`src/rtl/graphics_pkg.sv`:
```
// Shared definitions for the graphics_anim pixel generator.
//   PIX_W          : width of pix_x / pix_y / robot_x
//   COL_*          : 3-bit RGB colour constants
//   robot_state_t  : movement state of the robot sprite
package graphics_pkg;
  localparam int PIX_W = 10;

  localparam logic [2:0] COL_BLACK = 3'b000;
  localparam logic [2:0] COL_BG    = 3'b110;
  localparam logic [2:0] COL_WALL  = 3'b001;
  localparam logic [2:0] COL_ROBOT = 3'b100;

  typedef enum logic [1:0] {IDLE, RIGHT, LEFT} robot_state_t;
endpackage

```
`src/rtl/graphics_anim_robot_mover.sv`:
```
// robot_mover: horizontal position FSM for the robot sprite.
// The robot sweeps between L and XMAX, bouncing at each end, and advances
// only on cycles where frame_tick and run are both high.
// Ports:
//   clk, reset  : clock, asynchronous active-high reset
//   frame_tick  : one-clk pulse per frame
//   run         : enables motion
//   robot_x     : left edge of the sprite
import graphics_pkg::*;

module robot_mover #(
  parameter int L       = 41,
  parameter int XMAX    = 494,
  parameter int ROBOT_V = 2
) (
  input  logic             clk,
  input  logic             reset,
  input  logic             frame_tick,
  input  logic             run,
  output logic [PIX_W-1:0] robot_x
);
  localparam logic [PIX_W-1:0] L_X    = PIX_W'(L);
  localparam logic [PIX_W-1:0] V_X    = PIX_W'(ROBOT_V);
  localparam logic [PIX_W-1:0] XMAX_X = PIX_W'(XMAX);
  localparam logic [PIX_W:0]   V11    = (PIX_W+1)'(ROBOT_V);
  localparam logic [PIX_W:0]   L11    = (PIX_W+1)'(L);
  localparam logic [PIX_W:0]   XMAX11 = (PIX_W+1)'(XMAX);

  robot_state_t     state, state_next;
  logic [PIX_W-1:0] x_next;
  logic [PIX_W:0]   x_up;

  // One extra bit so the bound comparison can never wrap.
  assign x_up = {1'b0, robot_x} + V11;

  always_ff @(posedge clk or posedge reset) begin
    if (reset) begin
      state   <= IDLE;
      robot_x <= L_X;
    end else begin
      state   <= state_next;
      robot_x <= x_next;
    end
  end

  always_comb begin
    state_next = state;
    x_next     = robot_x;
    if (frame_tick && run) begin
      case (state)
        IDLE: state_next = RIGHT;
        RIGHT: begin
          if (x_up > XMAX11) begin
            x_next     = XMAX_X;
            state_next = LEFT;
          end else begin
            x_next = x_up[PIX_W-1:0];
          end
        end
        LEFT: begin
          if ({1'b0, robot_x} < L11 + V11) begin
            x_next     = L_X;
            state_next = RIGHT;
          end else begin
            x_next = robot_x - V_X;
          end
        end
        default: state_next = IDLE;
      endcase
    end
  end
endmodule

```
`src/rtl/graphics_anim.sv`:
```
// graphics_anim: VGA pixel generator drawing N_WALLS wall columns over a
// yellow background plus a red robot sprite bouncing between the first and
// last wall.
// Ports:
//   clk, reset         : clock, asynchronous active-high reset
//   video_on           : high in the visible region
//   pix_x, pix_y       : current pixel from the sync generator
//   run                : enables robot motion
//   graph_rgb          : registered colour (1 clk latency)
//   frame_tick         : one-clk pulse at the start of line MAX_Y
import graphics_pkg::*;

module graphics_anim #(
  parameter int MAX_X      = 640,
  parameter int MAX_Y      = 480,
  parameter int N_WALLS    = 4,
  parameter int WALL_X0    = 30,
  parameter int WALL_W     = 10,
  parameter int WALL_PITCH = 160,
  parameter int ROBOT_SIZE = 16,
  parameter int ROBOT_Y    = 232,
  parameter int ROBOT_V    = 2
) (
  input  logic             clk,
  input  logic             reset,
  input  logic             video_on,
  input  logic [PIX_W-1:0] pix_x,
  input  logic [PIX_W-1:0] pix_y,
  input  logic             run,
  output logic [2:0]       graph_rgb,
  output logic             frame_tick
);
  localparam int L    = WALL_X0 + WALL_W + 1;
  localparam int R    = WALL_X0 + (N_WALLS - 1) * WALL_PITCH - 1;
  localparam int XMAX = R - ROBOT_SIZE + 1;

  logic             cond, cond_d;
  logic [PIX_W-1:0] robot_x;
  logic             wall_hit, robot_hit;
  logic [2:0]       rgb_next;
  int               px, py, rx;

  // Edge-detect the frame condition so a slow pixel clock that holds
  // (0, MAX_Y) for several clk cycles still yields a single pulse.
  assign cond = (pix_y == PIX_W'(MAX_Y)) && (pix_x == '0);

  always_ff @(posedge clk or posedge reset) begin
    if (reset) begin
      cond_d     <= 1'b0;
      frame_tick <= 1'b0;
    end else begin
      cond_d     <= cond;
      frame_tick <= cond & ~cond_d;
    end
  end

  robot_mover #(
    .L       (L),
    .XMAX    (XMAX),
    .ROBOT_V (ROBOT_V)
  ) u_mover (
    .clk        (clk),
    .reset      (reset),
    .frame_tick (frame_tick),
    .run        (run),
    .robot_x    (robot_x)
  );

  always_comb begin
    px        = int'(pix_x);
    py        = int'(pix_y);
    rx        = int'(robot_x);
    wall_hit  = 1'b0;
    robot_hit = 1'b0;
    if (px < MAX_X && py < MAX_Y) begin
      for (int k = 0; k < N_WALLS; k++) begin
        if (px >= WALL_X0 + k * WALL_PITCH &&
            px <= WALL_X0 + k * WALL_PITCH + WALL_W)
          wall_hit = 1'b1;
      end
      robot_hit = (px >= rx) && (px <= rx + ROBOT_SIZE - 1) &&
                  (py >= ROBOT_Y) && (py <= ROBOT_Y + ROBOT_SIZE - 1);
    end
    if (!video_on)      rgb_next = COL_BLACK;
    else if (robot_hit) rgb_next = COL_ROBOT;
    else if (wall_hit)  rgb_next = COL_WALL;
    else                rgb_next = COL_BG;
  end

  // Output register stage
  always_ff @(posedge clk or posedge reset) begin
    if (reset) graph_rgb <= COL_BLACK;
    else       graph_rgb <= rgb_next;
  end
endmodule

```
`config.mk`:
```
export PLATFORM = sky130hd
export DESIGN_NAME = graphics_anim
export DESIGN_NICKNAME = d
export VERILOG_FILES = /design/src/rtl/graphics_pkg.sv /design/src/rtl/graphics_anim_robot_mover.sv /design/src/rtl/graphics_anim.sv
export SDC_FILE = /design/constraint.sdc
export NUM_CORES = 1
export LEC_CHECK = 0
export CELL_PAD_IN_SITES_DETAIL_PLACEMENT = 1
export CELL_PAD_IN_SITES_GLOBAL_PLACEMENT = 1
export CORE_UTILIZATION = 45
export CTS_CLUSTER_DIAMETER = 200
export DETAILED_ROUTE_END_ITERATION = 8
export GPL_TIMING_DRIVEN = 0
export PLACE_DENSITY_LB_ADDON = 0.1
export SLEW_MARGIN = 40
export SYNTH_ARGS = -nofsm -noshare
export SYNTH_HDL_FRONTEND = slang
export SYNTH_SLANG_ARGS = --single-unit
```
`constraint.sdc`:
```
create_clock -name clk -period 8 [get_ports clk]
set_input_delay 1.2 -clock clk [delete_from_list [all_inputs] [get_ports clk]]
set_output_delay 1.2 -clock clk [all_outputs]
set_load 0.01 [all_outputs]
```
==> summary.md, run 1 <==
| Metric | Value |
|---|---|
| Crit path depth | 8 |
| Reg clk slew, reported paths | roughly 70 ps |
| Distinct cells, synth | 58 |
| Top cell type by total area after synthesis | ha_1 |
| Mapped cell area | 0.00207 mm^2 |
| Post-CTS setup buffers | 0 |
| Core ar. | about 0.0044 mm^2 |
| IO buf count | 27 |
| Crit path capture type | flip-flop |
| Detailed Route Iter0 Violations | 116 |
| HP Class | reg -> reg |
| Sequential-to-total area share from yosys stat | between 20 and 25% |
| Placer Congestion | around 0.82 |
| Gate Count Post-Synth | 254 |
| DR vias | about 2100 |
| Hold depth | 1 |
| Layout cells sized above 1 | 9.82% |
| Slew Viols, Final | 0 |
| CP Buf/Inv Count | 2 |
| Main synth FF type | dfrtp_1 |
| Antenna violations before repair | 0 |
| Max-slew headroom | a little over half |
| Max Cap Violations | 0 |
| Register-to-Register Path Depth | 12 |
| ANT cells | 0 |
| Clk pwr share | approximately a third |
| Vias in the first global route | between 2000 and 2500 |
| Worst slew pin tran | approximately 690 ps |
| Power Dens Cells | between 70 and 80 mW/mm^2 |
| Clk sinks | 17 |
| DRC errors left | 0 |
| Fin util | between 50 and 60% |
| Total track usage | about 27% |
| P_sw | approximately 0.052 mW |
| Crit-path slowest cell | clkdlybuf4s50_1 |
| Delay-heaviest family, CP | compound AO/OA/AOI/OAI gates |
| Die height | around 70 um |
| Setup Skew | ~5.3 ps |
| Synth warn | 0 |
| Int Pwr | ~0.14 mW |
| Die ar. | 0.00488 mm^2 |
| WP data arrival | 3370 ps |
| Synthesized area per cell | 8.16 um^2 |
| Placed insts | 333 |
| Routed Antenna Nets | 0 |
| Finished layout cell area | around 0.0025 mm^2 |
| Die W | 69.9 um |
| Final worst slack | about 4800 ps |
| Final setup viols | 0 |
| DRT Pass-1 Iters | 4 |
| Post-synth top area share | between 10% and 20% |
| Setup WS pre-CTS | about 4500 ps |
| Final Instance Count excl. Fillers | around 340 |
| # nets final | ~340 |
| Worst skew pair latency | 260 ps |
| Cells along the critical path | clkdlybuf4s50_1 -> clkbuf_1 -> or2_2 -> a2111o_1 -> a311o_1 -> o311ai_2 -> o211ai_2 -> o21a_1 |
| Critical-path maximum fanout | 9 |
| Post-synth ARST share | 100% |
| WL final | 6210 um |
| Leading cell type in the layout, fill and taps excluded | ha_1 |
| Required time at the worst-slack endpoint | around 8000 ps |
| Number of synthesized flops with an enable pin | 0 |
| Post-CTS Resized | 0 |
| Synth Register Bits | 17 |
| CTS H-Tree Depth | 1 |
| Max Freq | between 0.3 and 0.4 GHz |
| Endpoints failing hold | 0 |
| Layout area overhead | 18.4% |
| First-pass GRT wire length | about 11000 um |
| CTS tree | yes |
| Hold_buf cts | 0 |
| Outcome | finished, final reports clean |
| Syn_nets | about 300 |
| VDD IR max | 0.0955 mV |
| Fin Setup TNS | 0 ps |
| WL/cell | roughly 18 um |
| Sw Share | a little over a quarter |
| Floorplan row count | 24 |
| IO Pins | 28 |
| DP HPWL | between 4000 and 5000 um |
| Comb pwr share | 21.0% |
| Tot Pwr | approximately 0.19 mW |
| Most frequent cells in the layout | ha_1, clkdlybuf4s50_1, nor2_1, nor3_1, nand3_1 |
| Largest net degree at the start of global routing | 18 |
| TritonCTS Buffers | 3 |
| Leak pwr | a little under 1 nW |
| Grt ovf | 0 |
| Initial core utilization | 47.3% |
| Crit path kind | in -> reg |
| CP peak stage delay | between 400 and 500 ps |
| RSZ-0062 raised after global routing | no |
| Worst hold slack | ~390 ps |
| Placement Cell Area | about 0.0024 mm^2 |
| Clock root buffer master | clkbuf_8 |
| Routed vias/inst | between 6 and 7 |
| Tmin final | approximately 3200 ps |
| Seq pwr share | between 40% and 50% |
| CP startpoint kind | input pin |
| Top post-synthesis cells by area | ha_1, dfrtp_1, xnor2_1, nor3_1, nand3_1 |
| Crit share post-route | between 40% and 50% |
| Max Buffers Root-to-Sink | 2 |
## area by class of cell
cell class,count,area [um^2]
Clock inverter,1,5.00
Tap cell,52,65.1
Multi-Input combinational cell,208,1530
Fill cell,541,1930
Inverter,16,60.1
Buffer,13,58.8
Sequential cell,17,429
Timing Repair Buffer,27,270
Clock buffer,3,41.3
## Yosys cell counts, types with 2 or more instances
library cell  number
ha_1              29
nor2_1            17
nor3_1            17
nand3_1           16
dfrtp_1           14
a21oi_1           13
inv_1             13
xnor2_1           12
nand2_1           11
clkbuf_1           7
nand4_1            7
o21a_1             7
o21ai_0            7
o21ai_1            7
buf_2              5
and3_1             4
o31ai_1            4
a211o_1            3
a211oi_1           3
dfstp_2            3
inv_2              3
nor3b_1            3
a311o_1            2
a31oi_1            2
mux2i_1            2
nor2b_1            2
nor4_1             2
nor4b_1            2
o211ai_1           2
o22ai_1            2
o311ai_2           2
o31a_1             2
o32ai_1            2
or2_2              2
or4_1              2
## power by group through the flow
stage               clock network, mW  logic, mW  registers (mW)
finish                         0.0666     0.0408          0.0872
global placement                    0     0.0393          0.0888
detailed placement                  0     0.0406          0.0887
CTS                            0.0680     0.0408          0.0872
global route                   0.0712     0.0453          0.0872
floorplan                           0     0.0181          0.0891
## state kept, by name (all words and copies together), names as in the netlist
name and flops:
u_mover.robot_x 10, graph_rgb 3, u_mover.state 2, cond_d 1, frame_tick 1
## worst paths after layout
path                                    start            endpoint  slack [ps]
setup reg to reg           u_mover.robot_x[1]        graph_rgb[2]        4900
hold / removal                         cond_d          frame_tick         390
max in group asynchronous               reset  u_mover.robot_x[2]        6210
hold reg to reg                        cond_d          frame_tick         390
setup / recovery                     pix_x[8]        graph_rgb[2]        4780
min in group asynchronous               reset  u_mover.robot_x[4]        1350
## routing by layer
layer  up-vias  wire, um  track usage (%)
met5         -         0                0
met3        10       199             3.32
met2        51      2990             46.9
met1      1027      2940             37.5
li1       1023         -                -
met4         0        76             5.33
## kinds of logic (layout without fill, tap and decap cells)
group / Yosys count / count (layout) / share of synthesized area (%)
AO/OA/AOI/OAI: 72 / 72 / 25.6
XOR/XNOR: 13 / 13 / 5.49
adder cells (fa/ha/maj): 29 / 29 / 17.5
buffers and inverters: 29 / 60 / 5.73
flip-flops: 17 / 17 / 20.7
multiplexers: 2 / 2 / 0.966
AND/OR/NAND/NOR: 92 / 92 / 24.0
No activity file was read; power rests on OpenSTA's default activity.
==> run 2, diff against run 1 <==
- CORE_UTILIZATION: 45 -> 38
- clock period: 8 -> 2.6 ns (I/O delays scaled with it)
==> summary.md, run 2 (synthesized netlist as in run 1, its figures left out) <==
| Metric | Value |
|---|---|
| Outcome | finished, violations left |
| Violated checks | setup timing |
| Layout area overhead | 26.6% |
| Grt ovf | 0 |
| Core ar. | 0.00517 mm^2 |
| CTS H-Tree Depth | 1 |
| # nets final | approximately 350 |
| ANT cells | 0 |
| RSZ-0062 raised after global routing | yes |
| Reg clk slew, reported paths | 60 ps |
| Routed Antenna Nets | 0 |
| Max Buffers Root-to-Sink | 2 |
| Max Freq | between 0.3 and 0.4 GHz |
| Vias in the first global route | between 2000 and 2500 |
| Top reg by flops | u_mover.robot_x |
| Tmin final | approximately 2700 ps |
| Top flop regs | u_mover.robot_x x10, graph_rgb x3, u_mover.state x2 |
| WL/cell | around 18 um |
| CP startpoint kind | flip-flop |
| Power Dens Cells | between 200 and 250 mW/mm^2 |
| Endpoints failing hold | 0 |
| Setup Skew | ~25 ps |
| Crit path kind | reg -> reg |
| WP data arrival | roughly 2900 ps |
| Die ar. | between 0.005 and 0.006 mm^2 |
| Fin Setup TNS | -220 ps |
| IO buf count | 27 |
| WL final | about 6300 um |
| DRT Pass-1 Iters | 4 |
| CP Buf/Inv Count | 2 |
| Most frequent cells in the layout | ha_1, clkdlybuf4s50_1, nor3_1 |
| Detailed Route Iter0 Violations | 98 |
| TritonCTS Buffers | 3 |
| Total track usage | roughly 25% |
| Setup WS pre-CTS | -618 ps |
| Die W | 75.9 um |
| Routed vias/inst | between 5 and 6 |
| Crit path capture type | flip-flop |
| Initial core utilization | about two fifths |
| Cells along the critical path | inv_2 -> ha_4 -> nor3b_4 -> or2_4 -> xnor2_2 -> ha_1 -> nand4_1 -> a31o_2 -> a211oi_2 -> a211o_1 -> inv_1 -> o21a_1 |
| Antenna violations before repair | 0 |
| Crit-path slowest cell | dfstp_2 |
| CP peak stage delay | approximately 540 ps |
| Worst slew pin tran | 665 ps |
| Crit path from | u_mover.robot_x[0] |
| Required time at the worst-slack endpoint | 2750 ps |
| Final setup viols | 3 |
| # fillers | 620 |
| Max-slew headroom | between 50% and 60% |
| Delay-heaviest family, CP | compound AO/OA/AOI/OAI gates |
| Critical-path maximum fanout | 2 |
| First-pass GRT wire length | around 10000 um |
| Max Cap Violations | 0 |
| Final worst slack | -122 ps |
| Crit path depth | 12 |
| Hold depth | 1 |
| Register-to-Register Path Depth | 12 |
| Leak pwr | just over 1 nW |
| FF-to-FF Start | u_mover.robot_x[0] |
| DRC errors left | 0 |
| HP Class | reg -> reg |
| Crit share post-route | 105% |
| IO Pins | 28 |
| DP HPWL | about 4800 um |
| CTS tree | yes |
| Die height | 75.9 um |
| Placer Congestion | slightly above 0.8 |
| Worst hold start | cond_d |
| Slew Viols, Final | 0 |
| VDD IR max | 0.202 mV |
| Clk sinks | 17 |
| Hold_buf cts | 0 |
| Clock root buffer master | clkbuf_8 |
| Layout cells sized above 1 | between 10% and 20% |
| Max reg flops | 10 |
| Floorplan row count | 26 |
| Worst skew pair latency | roughly 280 ps |
| DR vias | just over 2000 |
| Largest net degree at the start of global routing | 18 |
-- run 2: metal layers --
metal	wire length, um	vias up	track usage, %
met3	110	6	1.98
met1	3230	981	35.4
li1	-	1037	-
met5	0	-	0
met4	74	0	5.14
met2	2920	22	39.7
-- run 2: area by class of cell --
cell class              count  area, um^2  area share [%]
multi-input cells         208        1610            61.2
clock inverters             1        5.00           0.191
plain buffers              10        53.8            2.05
flip-flops and latches     17         432            16.4
repair buffers             36         338            12.9
inverters                  16        62.6            2.38
well taps                  70        87.6            3.34
clock buffers               3        41.3            1.57
-- run 2: worst paths after layout --
kind                       slack [ps]                  to
max                              -120        graph_rgb[2]
min                               400          frame_tick
max reg2reg                      -120        graph_rgb[2]
min reg2reg                       400          frame_tick
max in group asynchronous        1610  u_mover.robot_x[2]
min in group asynchronous         500    u_mover.state[1]
-- run 2: per-stage QoR --
step | cells | hold slack [ps] | total power [mW] | utilization, % | cell area (um^2)
after CTS | 362 | 405 | 0.604 | 50.7 | 2620
after detailed placement | 351 | 393 | 0.397 | 47.1 | 2440
after global routing | 361 | 419 | 0.637 | 50.7 | 2630
after floorplan | 254 | 314 | 0.330 | - | 2080
final | 361 | 401 | 0.613 | 50.7 | 2630
after global placement | 351 | 394 | 0.395 | 47.1 | 2440
-- run 2: repair_timing --
item                       4_1_cts  5_1_grt
cloned                           0        0
pin swaps                        9        1
setup endpoints to repair        3        3
gates resized for setup         19        1
buffers inserted                 9        0
hold endpoints to repair         0        0
-- run 2: power by group --
group | leakage [nW] | switching [mW] | internal [mW] | total [mW]
Sequential | 0.185 | 0.000536 | 0.267 | 0.268
Clock | 0.0255 | 0.112 | 0.107 | 0.219
Combinational | 0.798 | 0.0609 | 0.0653 | 0.126
==> run 3, diff against run 2 <==
- PLACE_DENSITY: not set -> 0.83
- PLACE_DENSITY_LB_ADDON: 0.1 -> not set
==> summary.md, run 3 (synthesized netlist as in run 1, its figures left out) <==
| Metric | Value |
|---|---|
| RSZ-0062 raised after global routing | yes |
| Worst slew pin tran | 715 ps |
| Most frequent cells in the layout | ha_1, clkdlybuf4s50_1, nor2_1, nor3_1, nand3_1 |
| Clk sinks | 17 |
| DRT Pass-1 Iters | 5 |
| Clock root buffer master | clkbuf_8 |
| Crit-path slowest cell | dfstp_2 |
| VDD IR max | roughly 0.22 mV |
| Crit path kind | reg -> reg |
| WP data arrival | 2760 ps |
| Die W | between 70 and 80 um |
| Crit path capture type | flip-flop |
| Max Freq | 0.382 GHz |
| Initial core utilization | roughly two fifths |
| WL final | 6790 um |
| Top flop regs | u_mover.robot_x x10, graph_rgb x3, u_mover.state x2 |
| Max reg flops | 10 |
| CTS H-Tree Depth | 1 |
| Max Cap Violations | 0 |
| Placer Congestion | 0.792 |
| Outcome | finished, violations left |
| CP startpoint kind | flip-flop |
| Layout area overhead | 25.9% |
| DP HPWL | 5080 um |
| Die ar. | between 0.005 and 0.006 mm^2 |
| Cells along the critical path | inv_2 -> ha_4 -> nor3b_4 -> or2_4 -> xnor2_2 -> ha_1 -> nand4_1 -> a31o_2 -> a211oi_2 -> a211o_1 -> inv_1 -> o21a_1 |
| Top reg by flops | u_mover.robot_x |
| Layout cells sized above 1 | 16.3% |
| Routed Antenna Nets | 0 |
| Vias in the first global route | between 2000 and 2500 |
| Worst skew pair latency | ~260 ps |
| Detailed Route Iter0 Violations | approximately 130 |
| Tmin final | 2620 ps |
| Finished layout cell area | roughly 0.0026 mm^2 |
| Grt ovf | 0 |
| TritonCTS Buffers | 3 |
| # fillers | 609 |
| # nets final | 343 |
| DRC errors left | 0 |
| Endpoints failing hold | 0 |
| Required time at the worst-slack endpoint | 2740 ps |
| Reg clk slew, reported paths | ~60 ps |
| Die height | 75.9 um |
| DR vias | around 2100 |
| Max Buffers Root-to-Sink | 2 |
| ANT cells | 0 |
| Crit share post-route | 101% |
| Largest net degree at the start of global routing | 18 |
| Max-slew headroom | around 52% |
| Fin Setup TNS | -19.4 ps |
| Leak pwr | 0.994 nW |
| CP peak stage delay | approximately 530 ps |
| Floorplan row count | 26 |
| Slew Viols, Final | 0 |
| WL/cell | between 15 and 20 um |
| Placement Cell Area | 0.00244 mm^2 |
| Placed insts | 351 |
| Final worst slack | -19.4 ps |
| Final setup viols | 1 |
| CTS tree | yes |
| Antenna violations before repair | 0 |
| First-pass GRT wire length | around 11000 um |
| Power Dens Cells | 231 mW/mm^2 |
| Final Instance Count excl. Fillers | roughly 360 |
| IO buf count | 27 |
| Total track usage | 24.7% |
| Tot Pwr | approximately 0.60 mW |
| IO Pins | 28 |
| Routed vias/inst | 5.99 |
| Violated checks | setup timing |
| Setup Skew | 12.7 ps |
| HP Class | reg -> reg |
| Fin util | slightly above 50% |
| Core ar. | between 0.005 and 0.006 mm^2 |
| Critical-path maximum fanout | 3 |
-- run 3: cell type report --
| type | count | area, um^2 | area share [%] |
|---|---|---|---|
| buffer | 10 | 50.0 | 1.92 |
| clock buffer | 4 | 45.0 | 1.73 |
| inverter | 16 | 65.1 | 2.49 |
| multi-input combinational | 208 | 1610 | 61.6 |
| sequential | 17 | 432 | 16.5 |
| tap | 70 | 87.6 | 3.36 |
| timing repair buffer | 34 | 323 | 12.4 |
-- run 3: final timing paths --
kind | depth (start not counted) | start | slack, ps | to
setup reg to reg | 12 | u_mover.robot_x[0] | -20 | graph_rgb[2]
min in group asynchronous | 2 | reset | 540 | u_mover.state[0]
hold / removal | 1 | cond_d | 400 | frame_tick
setup / recovery | 12 | u_mover.robot_x[0] | -20 | graph_rgb[2]
hold reg to reg | 1 | cond_d | 400 | frame_tick
max in group asynchronous | 2 | reset | 1550 | u_mover.robot_x[1]
-- run 3: power breakdown --
part / internal [mW] / total (mW) / leakage [nW] / switching, mW
clock: 0.109 / 0.205 / 0.0228 / 0.0964
combinational: 0.0659 / 0.129 / 0.786 / 0.0634
sequential: 0.267 / 0.268 / 0.185 / 0.000614
-- run 3: metrics by stage --
stage	worst slack (ps)	hold WS [ps]
5_1_grt	-128	421
2_1_floorplan	27.8	314
3_3_place_gp	-412	391
6_report	-19.4	404
3_5_place_dp	-466	405
4_1_cts	-14.8	411
-- run 3: worst max-delay path, delay by kind of cell, from the launching register on --
kind	cells	cell delay [ps]
AO/OA/AOI/OAI	4	760
XOR/XNOR	1	130
adder cells (fa/ha/maj)	2	460
buffers and inverters	2	100
flip-flops	1	530
AND/OR/NAND/NOR	3	520
-- run 3: repair_timing --
item | in CTS | in global routing
endpoints found under the setup margin | 3 | 3
endpoints found under the hold margin | 0 | 0
hold buffers | 0 | 0
resized for setup | 17 | 3
setup buffers | 5 | 2
pin swaps | 6 | 4
-- run 3: layer usage --
layer	vias up	GRT usage [%]	part of all wire (%)
met1	1058	33.9	45
met4	0	4.94	1.2
met2	52	42.3	51
met3	9	2.38	3.2
met5	-	0	0
li1	1030	-	-
